<file path="src/rtl/fm_pkg.sv">
// Shared FM-radio DSP definitions: sample type and FIFO sizing helper.
package fm_pkg;

    localparam int SAMPLE_WIDTH = 32;

    typedef logic signed [SAMPLE_WIDTH-1:0] sample_t;

    // Occupancy counters need one bit more than the address to represent DEPTH itself.
    function automatic int cnt_width(input int depth);
        return $clog2(depth) + 1;
    endfunction

endpackage

</file>
<file path="src/rtl/sample_fifo.sv">
// First-word-fall-through sample FIFO between adjacent DSP stages.
// Optional sticky overflow/underflow flags are built when SAMPLE_FIFO_ERR_EN is defined.
module sample_fifo
    import fm_pkg::*;
#(
    parameter int DATA_WIDTH = SAMPLE_WIDTH,
    parameter int DEPTH      = 16,
    parameter int AF_LEVEL   = 12
) (
    input  logic                        clock,
    input  logic                        reset,
    input  logic                        wr_en,
    input  logic [DATA_WIDTH-1:0]       din,
    output logic                        full,
    output logic                        almost_full,
    input  logic                        rd_en,
    output logic [DATA_WIDTH-1:0]       dout,
    output logic                        empty,
`ifdef SAMPLE_FIFO_ERR_EN
    output logic                        overflow,
    output logic                        underflow,
    input  logic                        err_clr,
`endif
    output logic [cnt_width(DEPTH)-1:0] count
);

    localparam int AW = $clog2(DEPTH);
    localparam int PW = cnt_width(DEPTH);

    logic [DATA_WIDTH-1:0] mem [DEPTH];
    logic [PW-1:0]         wr_ptr_q, wr_ptr_d;
    logic [PW-1:0]         rd_ptr_q, rd_ptr_d;
    logic                  push, pop;

    // Flags come from registered pointers only, so requests never reach them combinationally.
    assign empty       = (wr_ptr_q == rd_ptr_q);
    assign full        = (wr_ptr_q[AW-1:0] == rd_ptr_q[AW-1:0]) && (wr_ptr_q[AW] != rd_ptr_q[AW]);
    assign count       = wr_ptr_q - rd_ptr_q;
    assign almost_full = (count >= PW'(AF_LEVEL));

    assign push = wr_en && !full;
    assign pop  = rd_en && !empty;

    assign wr_ptr_d = wr_ptr_q + PW'(push);
    assign rd_ptr_d = rd_ptr_q + PW'(pop);

    // Stale storage is masked while empty so dout reads zero after reset.
    assign dout = empty ? '0 : mem[rd_ptr_q[AW-1:0]];

    always_ff @(posedge clock or posedge reset) begin
        if (reset) begin
            wr_ptr_q <= '0;
            rd_ptr_q <= '0;
        end else begin
            wr_ptr_q <= wr_ptr_d;
            rd_ptr_q <= rd_ptr_d;
        end
    end

    always_ff @(posedge clock) begin
        if (push) begin
            mem[wr_ptr_q[AW-1:0]] <= din;
        end
    end

`ifdef SAMPLE_FIFO_ERR_EN
    logic overflow_q, overflow_d;
    logic underflow_q, underflow_d;

    // A new error on the clearing edge keeps the flag set.
    assign overflow_d  = (wr_en && full)  || (overflow_q  && !err_clr);
    assign underflow_d = (rd_en && empty) || (underflow_q && !err_clr);

    always_ff @(posedge clock or posedge reset) begin
        if (reset) begin
            overflow_q  <= 1'b0;
            underflow_q <= 1'b0;
        end else begin
            overflow_q  <= overflow_d;
            underflow_q <= underflow_d;
        end
    end

    assign overflow  = overflow_q;
    assign underflow = underflow_q;
`endif

endmodule

</file>
<file path="config.mk">
export PLATFORM = sky130hd
export DESIGN_NAME = sample_fifo
export DESIGN_NICKNAME = d
export VERILOG_FILES = /design/src/rtl/fm_pkg.sv /design/src/rtl/sample_fifo.sv
export SDC_FILE = /design/constraint.sdc
export NUM_CORES = 1
export LEC_CHECK = 0
export CORE_ASPECT_RATIO = 0.7
export CORE_UTILIZATION = 60
export DETAILED_ROUTE_END_ITERATION = 6
export PLACE_DENSITY_LB_ADDON = 0.15
export SKIP_LAST_GASP = 1
export SYNTH_ARGS = -nofsm -noshare
export SYNTH_HDL_FRONTEND = slang
export SYNTH_SLANG_ARGS = --single-unit
export TNS_END_PERCENT = 50
</file>
<file path="constraint.sdc">
create_clock -name clock -period 6.4 [get_ports clock]
set_input_delay 1.28 -clock clock [delete_from_list [all_inputs] [get_ports clock]]
set_output_delay 1.28 -clock clock [all_outputs]
set_load 0.01 [all_outputs]
</file>
==> run summary, run 1 <==
synthesized area -> 20180 um2
ys flop type -> edfxtp_1
Pwr Density -> 461.8 nW/um2
worst hold margin -> 0.5476 ns
crit end category -> primary output
worst-path maximum fanout -> 31
Vias -> 9455
vias per inst -> 6.287
Starting Density -> 61.72%
Worst setup SP type -> flop
CP max-delay cell -> nor2_4
Post-Syn Instances -> 936
Synth Area in XOR/XNOR -> 0.4341%
EDFF count, synth -> 512
I/O pins -> 76
minimum clock period -> 4.982 ns
post-synthesis async set-or-reset flop share -> 1.916%
DRC -> 0
final hold vios -> 0
Routed Antenna Nets -> 0
slowest stage delay, CP -> 0.87 ns
DP Cell Count -> 1417
Compound-Gate Fraction of Synth Area -> 1.761%
Die Y -> 155.4 um
Peak VDD IR -> 0.0004465 V
1st-iter DRT viols -> 978
total power draw -> 10.61 mW
hold_buf cts -> 0
share of post-route cells with drive strength above 1 -> 22.01%
Layout area overhead -> 13.91%
Slew HR -> 24.09%
CTS resizes -> 0
buffers and inverters on the worst path -> 2
syn nets -> 981
Hold WC Path Type -> reg2reg
GRT Util Overall -> 24.43%
period utilisation layout -> 77.84%
status -> finished, final reports clean
clock-pin transition on the worst setup and hold timing paths -> 0.06 ns
Top delay family on crit path -> simple AND/OR/NAND/NOR gates
largest family of logic cells by synthesized area -> multiplexers
worst path required time -> 5.12 ns
Seq/Total Area, Yosys -> 77.44%
max-slew violations -> 0
global-route wire length before repair -> 61.10 mm
Arr. time, crit path -> 3.70 ns
final wirelength -> 40.28 mm
GRT overflow -> 0
Least-Margin Pin Slew -> 1.136 ns
adder-cell share of the synthesized area -> 0.5953%
final net count -> 1084
initial antenna violation count -> 0
R2R Setup Slk -> 3.06 ns
post-synthesis simple-gate area fraction -> 3.833%
vias in the first global route -> 9747
area of the multi-input gates -> 4337 um2
Leak Pwr -> 7.393 nW
Port Buffers -> 75
worst-skew pair later-pin latency -> 0.56 ns
Max-Cap Viols -> 0
Achievable Freq -> 0.2007 GHz
Netlist cell types -> 32
die area -> 34380 um2
setup TNS -> 0 ns
CTS tree -> built
Avg Cell Area, Syn -> 21.56 um2
Chip Width -> 221.2 um
postcts setup bufs -> 0
clock skew -> 0.01238 ns
Post-Layout Cell Count -> 1504
synth top area cells -> edfxtp_1 (76%), mux4_2 (14%), nand2_1 (1.8%), a221o_1 (1.5%), dfrtp_1 (1.2%)
root buf cell -> clkbuf_16
DP Area -> 21510 um2
top cell type's share of synthesized area -> 76.20%
Crit Path Class -> reg2out
synth warn -> 0
routability-driven placement congestion ratio -> 0.7963
CTS H-tree depth -> 2
Post-DP HPWL -> 21.62 mm
post-synthesis mux area share -> 14.29%
CTS Sinks -> 522
routed length per instance -> 26.78 um
RSZ-0062 raised after global routing -> false
slack of the critical path -> 1.418 ns
largest net degree at the start of global routing -> 81
top-count cell post-synth -> edfxtp_1
Placement Rows -> 55
Yosys reg bits -> 522
final core utilization -> 70.31%
pre-CTS setup slack -> 2.015 ns
final instance area -> 22980 um2
most frequent cells after synthesis -> edfxtp_1 (512), mux4_2 (128), nand2_1 (99)
CTS buffer count -> 47
largest area contributor in the netlist -> edfxtp_1
worst-path cell chain -> inv_1 > ha_1 > nand4_2 > nor2_2 > nor2_4 > a221o_1 > clkdlybuf4s50_1
1st-pass router iterations -> 4
Setup violations, final -> 0
register area -> 15630 um2
total core area -> 32690 um2
Fillers -> 1937
Clock Tree Buf Depth -> 3
Ant. Diodes -> 0
==> layout by cell type (no fill, tap or decap), types with 5 or more instances in the layout <==
master / instances
nand3_1: 7
inv_1: 11
nand2_1: 99
dfrtp_1: 7
nor2b_1: 34
xnor2_1: 6
clkinv_1: 8
a221o_1: 31
ha_1: 8
clkdlybuf4s50_1: 75
clkbuf_16: 49
clkinv_2: 5
clkbuf_1: 20
mux4_2: 128
nor2_4: 11
buf_4: 25
edfxtp_1: 512
==> sequential cells by signal, indices dropped and copies added, names as in the netlist <==
name,count
rd_ptr_q,5
mem,512
wr_ptr_q,5
==> logic make-up after synthesis <==
group,Yosys count
compound gates,38
xor+xnor,10
fa+ha+maj,9
buf+inv,59
flops,522
mux,128
simple gates,170
==> worst register-to-register path, cell delays in order (launching register included) <==
cell and delay [ns]:
dfrtp_4 0.68, inv_1 0.10, ha_1 0.31, nand4_2 0.14, o21ai_1 0.17, inv_1 0.17
nand3_1 0.32, nor2_4 0.57, buf_4 0.51
==> where the power goes <==
part           internal [mW]  switching (mW)  total, mW
logic                   1.75            1.84       3.60
registers               4.14           0.162       4.30
clock network           1.55            1.16       2.72
==> layout make-up <==
class                           count  share of cell area [%]
Multi-Input combinational cell    355                   18.87
Tap cell                          427                   2.325
Inverter                           12                  0.1960
Clock buffer                       71                   5.782
Timing Repair Buffer              101                   4.170
Sequential cell                   522                   68.03
Clock inverter                     16                  0.6315
==> final timing paths <==
path	depth (start not counted)	startpoint	endpoint
setup / recovery	7	rd_ptr_q[1]	dout[4]
hold / removal	1	rd_ptr_q[4]	rd_ptr_q[4]
setup reg to reg	8	rd_ptr_q[1]	mem[7][14]
hold reg to reg	1	rd_ptr_q[4]	rd_ptr_q[4]
max in group asynchronous	2	reset	rd_ptr_q[1]
min in group asynchronous	2	reset	rd_ptr_q[0]
==> layer usage <==
layer	up-vias	track usage (%)	routed length (um)
met5	-	0	0
met4	0	6.427	705
met3	49	4.325	2720
met2	358	38.13	19090
met1	4989	36.54	17760
li1	4059	-	-
No activity file was read; power rests on OpenSTA's default activity.
==> inputs of run 2 (changes only) <==
==> constraint.sdc (replaced) <==
create_clock -name clock -period 4.8 [get_ports clock]
set_input_delay 0.96 -clock clock [delete_from_list [all_inputs] [get_ports clock]]
set_output_delay 0.96 -clock clock [all_outputs]
set_load 0.01 [all_outputs]
==> run 2 against run 1 <==
Effect of this change: global-route usage grew 0.071 points; sequential share of layout area shrank 0.28 points; flip-flop and latch count is the same; total power grew 34%; clock-buffer cell count shrank 10; combinational power grew 35%; critical endpoint is now dout[9]; cell area grew 0.42%; hold slack lost 0.020 ns; first-iteration DRC count shrank 3.5%; routed wire length grew 0.40%.
==> run summary, run 2 (synthesis gave the netlist of run 1 again) <==
status -> finished, final reports clean
I/O pins -> 76 (unchanged)
Arr. time, crit path -> 3.57 ns (-0.13 ns)
CTS buffer count -> 46 (-2.1%)
Max-Cap Viols -> 0 (unchanged)
worst path required time -> 3.84 ns (-1.28 ns)
Chip Width -> 221.2 um (unchanged)
Post-DP HPWL -> 21.39 mm (-1.1%)
grt met1 use -> 35.90% (-0.63 points)
final wirelength -> 40.44 mm (+0.40%)
total core area -> 32690 um2 (unchanged)
Peak VDD IR -> 0.0005241 V (+17%)
met3 usage -> 3.815% (-0.51 points)
GRT overflow -> 0 (unchanged)
DRC -> 0 (unchanged)
global-route wire length before repair -> 61.33 mm (+0.37%)
routing usage on met2 -> 39.79% (+1.7 points)
Placement Rows -> 55 (unchanged)
max reg flops -> 512 (unchanged)
hold_buf cts -> 0 (unchanged)
Starting Density -> 61.72% (unchanged)
1st-pass router iterations -> 5 (+1)
clock skew -> 0.01327 ns (+0.0008832 ns)
Fillers -> 1929 (-0.41%)
Clock Tree Buf Depth -> 3 (unchanged)
Ant. Diodes -> 0 (unchanged)
final instance area -> 23080 um2 (+0.42%)
clock-pin transition on the worst setup and hold timing paths -> 0.07 ns (about the same)
initial antenna violation count -> 0 (unchanged)
max-slew violations -> 0 (unchanged)
Setup violations, final -> 0 (unchanged)
total power draw -> 14.26 mW (+34%)
Routed Antenna Nets -> 0 (unchanged)
DP Area -> 21570 um2 (+0.29%)
pre-CTS setup slack -> 0.8502 ns (-1.165 ns)
Worst setup SP type -> flop
Slew HR -> 24.89% (+0.80 points)
vias per inst -> 6.306 (+0.31%)
slack of the critical path -> 0.2708 ns (-1.147 ns)
largest net degree at the start of global routing -> 132 (+63%)
CTS tree -> built
GRT Util Overall -> 24.50% (+0.071 points)
worst-path maximum fanout -> 31 (unchanged)
period utilisation layout -> 94.36%
CTS resizes -> 0 (unchanged)
register area -> 15630 um2 (unchanged)
Die Y -> 155.4 um (unchanged)
routed length per instance -> 26.92 um (+0.53%)
minimum clock period -> 4.529 ns
vias in the first global route -> 9835 (+0.90%)
die area -> 34380 um2 (unchanged)
final hold vios -> 0 (unchanged)
crit end category -> primary output
postcts setup bufs -> 0 (unchanged)
DP Cell Count -> 1417 (unchanged)
leading cell types in the layout, fill and taps excluded -> edfxtp_1 (512), mux4_2 (128), nand2_1 (99)
commonest non-fill, non-tap cell in the layout -> edfxtp_1
worst-skew pair later-pin latency -> 0.55 ns (about the same)
Leak Pwr -> 7.422 nW (+0.39%)
final net count -> 1083 (-0.092%)
setup TNS -> 0 ns (unchanged)
Vias -> 9472 (+0.18%)
Layout area overhead -> 14.39%
Least-Margin Pin Slew -> 1.124 ns (-0.01194 ns)
share of post-route cells with drive strength above 1 -> 22.33% (+0.32 points)
CTS H-tree depth -> 2 (unchanged)
GR peak layer -> met2
Port Buffers -> 75 (unchanged)
CTS Sinks -> 522 (unchanged)
Pwr Density -> 617.7 nW/um2 (+34%)
Achievable Freq -> 0.2208 GHz
routability-driven placement congestion ratio -> 0.8204 (+3.0%)
RSZ-0062 raised after global routing -> false
area of the multi-input gates -> 4337 um2 (unchanged)
Hold WC Path Type -> reg2reg
Post-Layout Cell Count -> 1502 (-0.13%)
1st-iter DRT viols -> 944 (-3.5%)
Crit Path Class -> reg2out
root buf cell -> clkbuf_16
==> run 2: layout make-up <==
cell class | count | share of cell area (%)
multi-input cells | 355 | 18.79
clock buffers | 61 | 5.508
flip-flops and latches | 522 | 67.74
clock inverters | 24 | 1.025
repair buffers | 101 | 4.424
well taps | 427 | 2.315
inverters | 12 | 0.1952
==> run 2: path summary, 6_finish.rpt <==
path                             start          end  slack [ns]  cells after the start
min reg2reg                rd_ptr_q[4]  rd_ptr_q[4]        0.53                      1
max in group asynchronous        reset  rd_ptr_q[1]        3.76                      2
max                        rd_ptr_q[0]      dout[9]        0.27                      6
min                        rd_ptr_q[4]  rd_ptr_q[4]        0.53                      1
max reg2reg                rd_ptr_q[0]   mem[7][15]        1.56                      7
min in group asynchronous        reset  wr_ptr_q[0]        0.70                      2
==> run 2: critical path, cell delays in order, from the launching register on <==
cell and delay [ns]:
dfrtp_4 0.62, ha_1 0.36, nand4_2 0.14, nor2_2 0.10, nor2_4 0.86, a221o_1 0.35
clkdlybuf4s50_1 0.55
==> run 2: where the power goes <==
part / total (mW) / internal (mW) / leakage (nW) / switching [mW]
Clock: 3.69 / 2.13 / 0.730 / 1.56
Sequential: 5.72 / 5.52 / 4.74 / 0.200
Combinational: 4.85 / 2.37 / 1.95 / 2.48
==> run 2: per-stage QoR <==
step | utilization (%) | hold WS, ns
2_1_floorplan | - | 0.5013
3_3_place_gp | 65.99 | 0.5182
3_5_place_dp | 65.99 | 0.5269
4_1_cts | 70.60 | 0.5347
5_1_grt | 70.60 | 0.5499
6_report | 70.60 | 0.5279
==> run 2: layer usage <==
| layer | share of wire, % | wire length [um] |
|---|---|---|
| met1 | 44 | 17700 |
| met2 | 49 | 19780 |
| met3 | 5.6 | 2279 |
| met4 | 1.7 | 677 |
| met5 | 0 | 0 |
